--- config.mk ---
export PLATFORM = sky130hd
export DESIGN_NAME = hit_stream_writer_flat
export DESIGN_NICKNAME = d
export VERILOG_FILES = /design/src/rtl/hit_stream_writer_pkg.sv /design/src/rtl/hit_stream_writer_if.sv /design/src/rtl/hit_stream_writer.sv /design/src/flat_wrapper.sv
export SDC_FILE = /design/constraint.sdc
export NUM_CORES = 1
export LEC_CHECK = 0
export CAP_MARGIN = 20
export CORE_UTILIZATION = 49
export DETAILED_ROUTE_END_ITERATION = 8
export HOLD_SLACK_MARGIN = 0.06
export PLACE_DENSITY = 0.88
export SLEW_MARGIN = 0
export SYNTH_ARGS = -nofsm -noshare
export SYNTH_HDL_FRONTEND = slang
export SYNTH_SLANG_ARGS = --single-unit
--- constraint.sdc ---
create_clock -name clock -period 8.67 [get_ports clock]
set_clock_uncertainty 0.2 [all_clocks]
set_input_delay 1.734 -clock clock [delete_from_list [all_inputs] [get_ports clock]]
set_output_delay 1.734 -clock clock [all_outputs]
set_load 0.01 [all_outputs]
--- src/rtl/hit_stream_writer_pkg.sv ---
// Shared ray-tracer types for the per-triangle hit-record stream.
// The writer and the accumulate stage both import this package.
package hit_stream_writer_pkg;

    localparam int DEF_D_BITS = 32;
    localparam int DEF_Q_BITS = 10;
    localparam int DEF_M_BITS = 12;

    typedef struct packed {
        logic                           hit;
        logic [2:0][DEF_D_BITS-1:0]     p_hit;
        logic [DEF_M_BITS-1:0]          triangle_ID;
    } hit_rec_t;

    typedef enum logic [2:0] {
        IDLE,
        ISSUE,
        WAIT,
        WRITE,
        FLUSH
    } hws_state_e;

endpackage

--- src/rtl/hit_stream_writer_if.sv ---
// Ray FIFO, intersection engine and record FIFO signals of the writer.
// master = writer side, slave = the surrounding FIFOs and engine.
interface hit_stream_writer_if #(
    parameter int D_BITS = 32,
    parameter int M_BITS = 12
);

    logic                     ray_empty;
    logic                     ray_rd_en;

    logic                     isect_start;
    logic [M_BITS-1:0]        isect_tri_id;
    logic                     isect_done;
    logic                     isect_hit;
    logic [2:0][D_BITS-1:0]   isect_p_hit;

    logic                     out_full;
    logic                     out_wr_en;
    logic                     out_hit;
    logic [2:0][D_BITS-1:0]   out_p_hit;
    logic [M_BITS-1:0]        out_triangle_ID;

    modport master (
        input  ray_empty,
        output ray_rd_en,
        output isect_start,
        output isect_tri_id,
        input  isect_done,
        input  isect_hit,
        input  isect_p_hit,
        input  out_full,
        output out_wr_en,
        output out_hit,
        output out_p_hit,
        output out_triangle_ID
    );

    modport slave (
        output ray_empty,
        input  ray_rd_en,
        input  isect_start,
        input  isect_tri_id,
        output isect_done,
        output isect_hit,
        output isect_p_hit,
        output out_full,
        input  out_wr_en,
        input  out_hit,
        input  out_p_hit,
        input  out_triangle_ID
    );

endinterface

--- src/rtl/hit_stream_writer.sv ---
// Hit-record producer: sweeps every triangle for each popped ray and
// writes one {hit, p_hit, ID} record per triangle, plus flush records.
module hit_stream_writer
    import hit_stream_writer_pkg::*;
#(
    parameter int D_BITS  = DEF_D_BITS,
    parameter int Q_BITS  = DEF_Q_BITS,
    parameter int M_BITS  = DEF_M_BITS,
    parameter int NUM_TRI = 1024
) (
    input  logic clock,
    input  logic reset,
    input  logic flush,
    output logic busy,
    hit_stream_writer_if.master bus
);

    typedef logic [2:0][D_BITS-1:0] p3_t;

    localparam logic [M_BITS-1:0] LAST_TRI = M_BITS'(NUM_TRI - 1);

    // p_hit is carried through untouched, so Q_BITS only has to fit
    if (Q_BITS >= D_BITS) begin : g_q_bits_exceeds_d_bits
    end

    hws_state_e         state_q, state_d;
    logic [M_BITS-1:0]  tri_cnt_q, tri_cnt_d;
    logic               flush_done_q, flush_done_d;
    logic               hit_q, hit_d;
    p3_t                p_hit_q, p_hit_d;
    logic               rec_hit_q, rec_hit_d;
    p3_t                rec_p_q, rec_p_d;
    logic [M_BITS-1:0]  rec_id_q, rec_id_d;

    always_ff @(posedge clock or posedge reset) begin
        if (reset) begin
            state_q      <= IDLE;
            tri_cnt_q    <= '0;
            flush_done_q <= 1'b0;
            hit_q        <= 1'b0;
            p_hit_q      <= '0;
            rec_hit_q    <= 1'b0;
            rec_p_q      <= '0;
            rec_id_q     <= '0;
        end else begin
            state_q      <= state_d;
            tri_cnt_q    <= tri_cnt_d;
            flush_done_q <= flush_done_d;
            hit_q        <= hit_d;
            p_hit_q      <= p_hit_d;
            rec_hit_q    <= rec_hit_d;
            rec_p_q      <= rec_p_d;
            rec_id_q     <= rec_id_d;
        end
    end

    always_comb begin
        state_d      = state_q;
        tri_cnt_d    = tri_cnt_q;
        flush_done_d = flush_done_q;
        hit_d        = hit_q;
        p_hit_d      = p_hit_q;
        rec_hit_d    = rec_hit_q;
        rec_p_d      = rec_p_q;
        rec_id_d     = rec_id_q;
        unique case (state_q)
            IDLE: begin
                if (!bus.ray_empty) begin
                    state_d      = ISSUE;
                    tri_cnt_d    = '0;
                    flush_done_d = 1'b0;
                end else if (flush && !flush_done_q) begin
                    state_d = FLUSH;
                end
            end
            ISSUE: state_d = WAIT;
            WAIT: begin
                if (bus.isect_done) begin
                    state_d = WRITE;
                    hit_d   = bus.isect_hit;
                    p_hit_d = bus.isect_hit ? bus.isect_p_hit : '0;
                end
            end
            WRITE: begin
                if (!bus.out_full) begin
                    rec_hit_d = hit_q;
                    rec_p_d   = p_hit_q;
                    rec_id_d  = tri_cnt_q;
                    // compare before incrementing so a full-width sweep never wraps
                    if (tri_cnt_q == LAST_TRI) begin
                        state_d = IDLE;
                    end else begin
                        tri_cnt_d = tri_cnt_q + 1'b1;
                        state_d   = ISSUE;
                    end
                end
            end
            FLUSH: begin
                if (!bus.out_full) begin
                    rec_hit_d    = 1'b0;
                    rec_p_d      = '0;
                    rec_id_d     = '0;
                    flush_done_d = 1'b1;
                    state_d      = IDLE;
                end
            end
            default: state_d = IDLE;
        endcase
    end

    // record outputs show the value being written, otherwise the last one
    always_comb begin
        busy                = (state_q != IDLE);
        bus.ray_rd_en       = (state_q == IDLE) && !bus.ray_empty && !reset;
        bus.isect_start     = (state_q == ISSUE);
        bus.isect_tri_id    = tri_cnt_q;
        bus.out_wr_en       = ((state_q == WRITE) || (state_q == FLUSH))
                              && !bus.out_full;
        bus.out_hit         = rec_hit_d;
        bus.out_p_hit       = rec_p_d;
        bus.out_triangle_ID = rec_id_d;
    end

endmodule

--- src/flat_wrapper.sv ---
// flat-port wrapper written by rule: the top's interface ports become plain ports
module hit_stream_writer_flat import hit_stream_writer_pkg::*;
#(
    parameter int D_BITS  = DEF_D_BITS,
    parameter int Q_BITS  = DEF_Q_BITS,
    parameter int M_BITS  = DEF_M_BITS,
    parameter int NUM_TRI = 1024
)
  (clock, reset, flush, busy, bus_ray_empty, bus_ray_rd_en, bus_isect_start, bus_isect_tri_id, bus_isect_done, bus_isect_hit, bus_isect_p_hit, bus_out_full, bus_out_wr_en, bus_out_hit, bus_out_p_hit, bus_out_triangle_ID);
  hit_stream_writer_if #(.D_BITS(D_BITS), .M_BITS(M_BITS)) bus_i ();
  input  logic clock;
  input  logic reset;
  input  logic flush;
  output logic busy;
  input wire logic [$bits(bus_i.ray_empty)-1:0] bus_ray_empty;
  output wire logic [$bits(bus_i.ray_rd_en)-1:0] bus_ray_rd_en;
  output wire logic [$bits(bus_i.isect_start)-1:0] bus_isect_start;
  output wire logic [$bits(bus_i.isect_tri_id)-1:0] bus_isect_tri_id;
  input wire logic [$bits(bus_i.isect_done)-1:0] bus_isect_done;
  input wire logic [$bits(bus_i.isect_hit)-1:0] bus_isect_hit;
  input wire logic [$bits(bus_i.isect_p_hit)-1:0] bus_isect_p_hit;
  input wire logic [$bits(bus_i.out_full)-1:0] bus_out_full;
  output wire logic [$bits(bus_i.out_wr_en)-1:0] bus_out_wr_en;
  output wire logic [$bits(bus_i.out_hit)-1:0] bus_out_hit;
  output wire logic [$bits(bus_i.out_p_hit)-1:0] bus_out_p_hit;
  output wire logic [$bits(bus_i.out_triangle_ID)-1:0] bus_out_triangle_ID;
  assign bus_i.ray_empty = bus_ray_empty;
  assign bus_ray_rd_en = bus_i.ray_rd_en;
  assign bus_isect_start = bus_i.isect_start;
  assign bus_isect_tri_id = bus_i.isect_tri_id;
  assign bus_i.isect_done = bus_isect_done;
  assign bus_i.isect_hit = bus_isect_hit;
  assign bus_i.isect_p_hit = bus_isect_p_hit;
  assign bus_i.out_full = bus_out_full;
  assign bus_out_wr_en = bus_i.out_wr_en;
  assign bus_out_hit = bus_i.out_hit;
  assign bus_out_p_hit = bus_i.out_p_hit;
  assign bus_out_triangle_ID = bus_i.out_triangle_ID;
  hit_stream_writer #(.D_BITS(D_BITS), .Q_BITS(Q_BITS), .M_BITS(M_BITS), .NUM_TRI(NUM_TRI)) u_core (.clock(clock), .reset(reset), .flush(flush), .busy(busy), .bus(bus_i));
endmodule
==> flow_summary_export.csv <==
group,metric,value,unit
sta,tightest_slew,1.05,ns
layout,syn2layout_area_growth,35.4,%
sta,setup_viol,0,
clocking,root_buffer,"clkbuf_16",
drt,wl_per_cell,18.4,um
min_path,hp-class,"flop to flop",
worst_setup_path,critPathArrivalTime,4.11,ns
power,power_frac_seq,40.7,%
job,maxCapViolations,0,
min_path,whs_path_depth,2,
power,pwr_density_cell,332,nW/um^2
clocking,cts.path.max_buffers,3,
clocking,cts_hold_buf,0,
sta,slew_viol_final,0,
global_route,grtUsageTotal,24.4,%
global_route,busiest_layer,"met2",
drt,firstDrtPassIters,5,
global_route,use_met3,5.18,%
synthesis,synthesis.nets,875,
floorplanning,io_pins,228,
clocking,clk_latency,0.50,ns
sta,rsz0062_at_grt,"false",
clocking,cts_htree_levels,1,
layout,fillCellCount,1275,
worst_setup_path,rrSetupSlack,5.74,ns
power,p_sw_share,32.9,%
power,leakage,5.32,nW
floorplanning,initial_utilization,50.2,%
drt,remaining_drc_errors,0,
drt,drtIter0Drc,449,
global_route,grt_pass1_wl,34.8,mm
sta,post-route-min-period,6.05,ns
sta,hold_viol,0,
clocking,post_cts_buffers,0,
power,clkPwrFrac,24.3,%
global_route,grt_pass1_vias,6594,
synthesis,yosysWarningCount,0,
global_route,gr-total-overflow,0,
floorplanning,core,17200,um^2
sta,clock.fmax,0.165,GHz
synthesis,synth.distinct_cells,44,
clocking,cts_tree,"done",
worst_setup_path,worstReg2RegStart,"u_core.state_q[2]",
status,status,"finished clean",
worst_setup_path,path_cells,"clkdlybuf4s50_1 -> or2_4 -> buf_16 -> a22o_1 -> clkdlybuf4s50_1",
worst_setup_path,crit_top_cell,"clkdlybuf4s50_1",
min_path,worstHoldStart,"u_core.p_hit_q[74]",
layout,layout_common_cells,"clkdlybuf4s50_1 (226), dfrtp_1 (222), nand2_1 (199)",
power,p_switching,1.28,mW
place,dpl.hpwl,13.7,mm
worst_setup_path,cp.required,6.74,ns
worst_setup_path,cp.depth,5,
worst_setup_path,r2r_cells,4,
synthesis,synth-seq-cells,222,
layout,fin_nets,1072,
layout,final_common_cell,"clkdlybuf4s50_1",
sta,finalCritPeriodShare,69.7,%
worst_setup_path,path_max_fanout,61,
worst_setup_path,critical_path_class,"input port to output port",
synthesis,synth-edff-count,0,
power,internal_power,2.61,mW
floorplanning,rows,48,
drt,via_per_inst,5.53,
place,place_congestion,0.870,
global_route,grt_max_degree,141,
worst_setup_path,worst_path_max_delay_cell,"clkdlybuf4s50_1",
synthesis,syn_avg_cell_area,11.2,um^2
floorplanning,die_w,135,um
place,portBuffers,227,
clocking,clkSlewWorstSetupHoldPaths,0.05,ns
synthesis,synthFlopType,"dfrtp_1",
worst_setup_path,startpoint_type,"input port",
global_route,use_met1,32.1,%
layout,multi_input_area,2740,um^2
worst_setup_path,path_buf_inv,3,
worst_setup_path,worstReg2RegEnd,"u_core.p_hit_q[88]",
sta,slew_headroom,30.3,%
synthesis,seq_area_frac_synth,64.3,%
clocking,cts.sinks,222,
worst_setup_path,crit_path_end_kind,"output port",
power,ir_worst_vdd,0.219,mV
drt,vias,6689,
worst_setup_path,critPathMaxStageDelay,0.65,ns
layout,diodes,0,
clocking,post_cts_resized,0,
synthesis,async_reset_ff_share,100,%
global_route,met2_usage,40.0,%
min_path,whs_endpoint,"u_core.p_hit_q[74]",
drt,drtAntennaViolNets,0,
layout,regArea,5560,um^2
drt,wirelength,22.2,mm
power,total_power,3.89,mW
power,power_frac_comb,35.0,%
layout,fin_util,67.9,%
clocking,cts_inserted_buffers,24,
synthesis,syn_area,8650,um^2
floorplanning,die_h,135,um
worst_setup_path,cpLargestDelayFamily,"buffers and inverters",
global_route,antenna_found_initial,0,
sta,tns,0,ns
layout,layout-drive-gt1-share,5.49,%
synthesis,synthCells,771,
floorplanning,die-area,18200,um^2
cells by family (layout without fill, tap and decap cells):
kind of cell / Yosys count / in the layout / synth area share, %
compound gates: 241 / 241 / 19.2
simple gates: 238 / 238 / 12.0
flops: 222 / 222 / 64.3
buf+inv: 68 / 281 / 4.25
fa+ha+maj: 1 / 1 / 0.145
mux: 1 / 1 / 0.130
worst max path at each step:
stage | slack (ns) | start | to
6_report | 2.62 | bus_out_full | bus_out_p_hit[66]
2_1_floorplan | 0.66 | reset | u_core.bus.isect_tri_id[0]
3_5_place_dp | 2.67 | bus_out_full | bus_out_p_hit[66]
4_1_cts | 2.64 | bus_out_full | bus_out_p_hit[66]
3_3_place_gp | 2.27 | bus_out_full | bus_out_p_hit[47]
5_1_grt | 2.55 | bus_out_full | bus_out_p_hit[66]
metrics by stage:
step           setup WS, ns  area (um^2)  hold WS, ns  std cells
2_1_floorplan         0.658         8650        0.250        771
3_3_place_gp           2.27        10900        0.260       1165
3_5_place_dp           2.67        10900        0.270       1166
4_1_cts                2.64        11700        0.284       1208
5_1_grt                2.55        11700        0.307       1209
6_report               2.62        11700        0.276       1209
cell usage after synthesis (5+ instances only):
cell type,number,area [um^2]
a31oi_1,8,50.1
a22o_1,109,955
o31ai_1,5,37.5
nor3_1,7,35.0
buf_6,11,124
o21ai_0,100,500
nand2_1,199,747
buf_2,12,60.1
nor2_1,6,22.5
a21oi_1,9,45.0
clkbuf_1,36,135
dfrtp_1,222,5560
registers in the layout (all words and copies together), names as in the netlist:
| signal | count |
|---|---|
| u_core.bus.isect_tri_id | 12 |
| u_core.flush_done_q | 1 |
| u_core.hit_q | 1 |
| u_core.p_hit_q | 96 |
| u_core.rec_hit_q | 1 |
| u_core.rec_id_q | 12 |
| u_core.rec_p_q | 96 |
| u_core.state_q | 3 |
power by group through the flow:
stage                     sequential [mW]  combinational, mW  clock (mW)
after floorplan                      1.53              0.767           0
after global placement               1.57               1.31           0
after detailed placement             1.59               1.35           0
after CTS                            1.58               1.37       0.963
after global routing                 1.62               1.48        1.01
final                                1.59               1.36       0.945
per-layer routing:
metal	part of all wire, %	vias to the layer above
met1	42	3291
met4	3.2	0
met5	0	-
li1	-	3102
met2	49	237
met3	6.1	59
cell type report:
| class | instances | share of cell area [%] |
|---|---|---|
| clock buffer | 34 | 5.89 |
| clock inverter | 8 | 0.374 |
| inverter | 4 | 0.192 |
| multi-input combinational | 481 | 23.4 |
| sequential | 222 | 47.5 |
| tap | 225 | 2.41 |
| timing repair buffer | 235 | 20.2 |
worst min-delay path: cells and delay by family (launching register included):
kind             cells  cell delay, ns
AO/OA/AOI/OAI        1            0.06
flip-flops           1            0.34
AND/OR/NAND/NOR      1            0.05
Note: power is estimated with default switching activity, not from simulation.
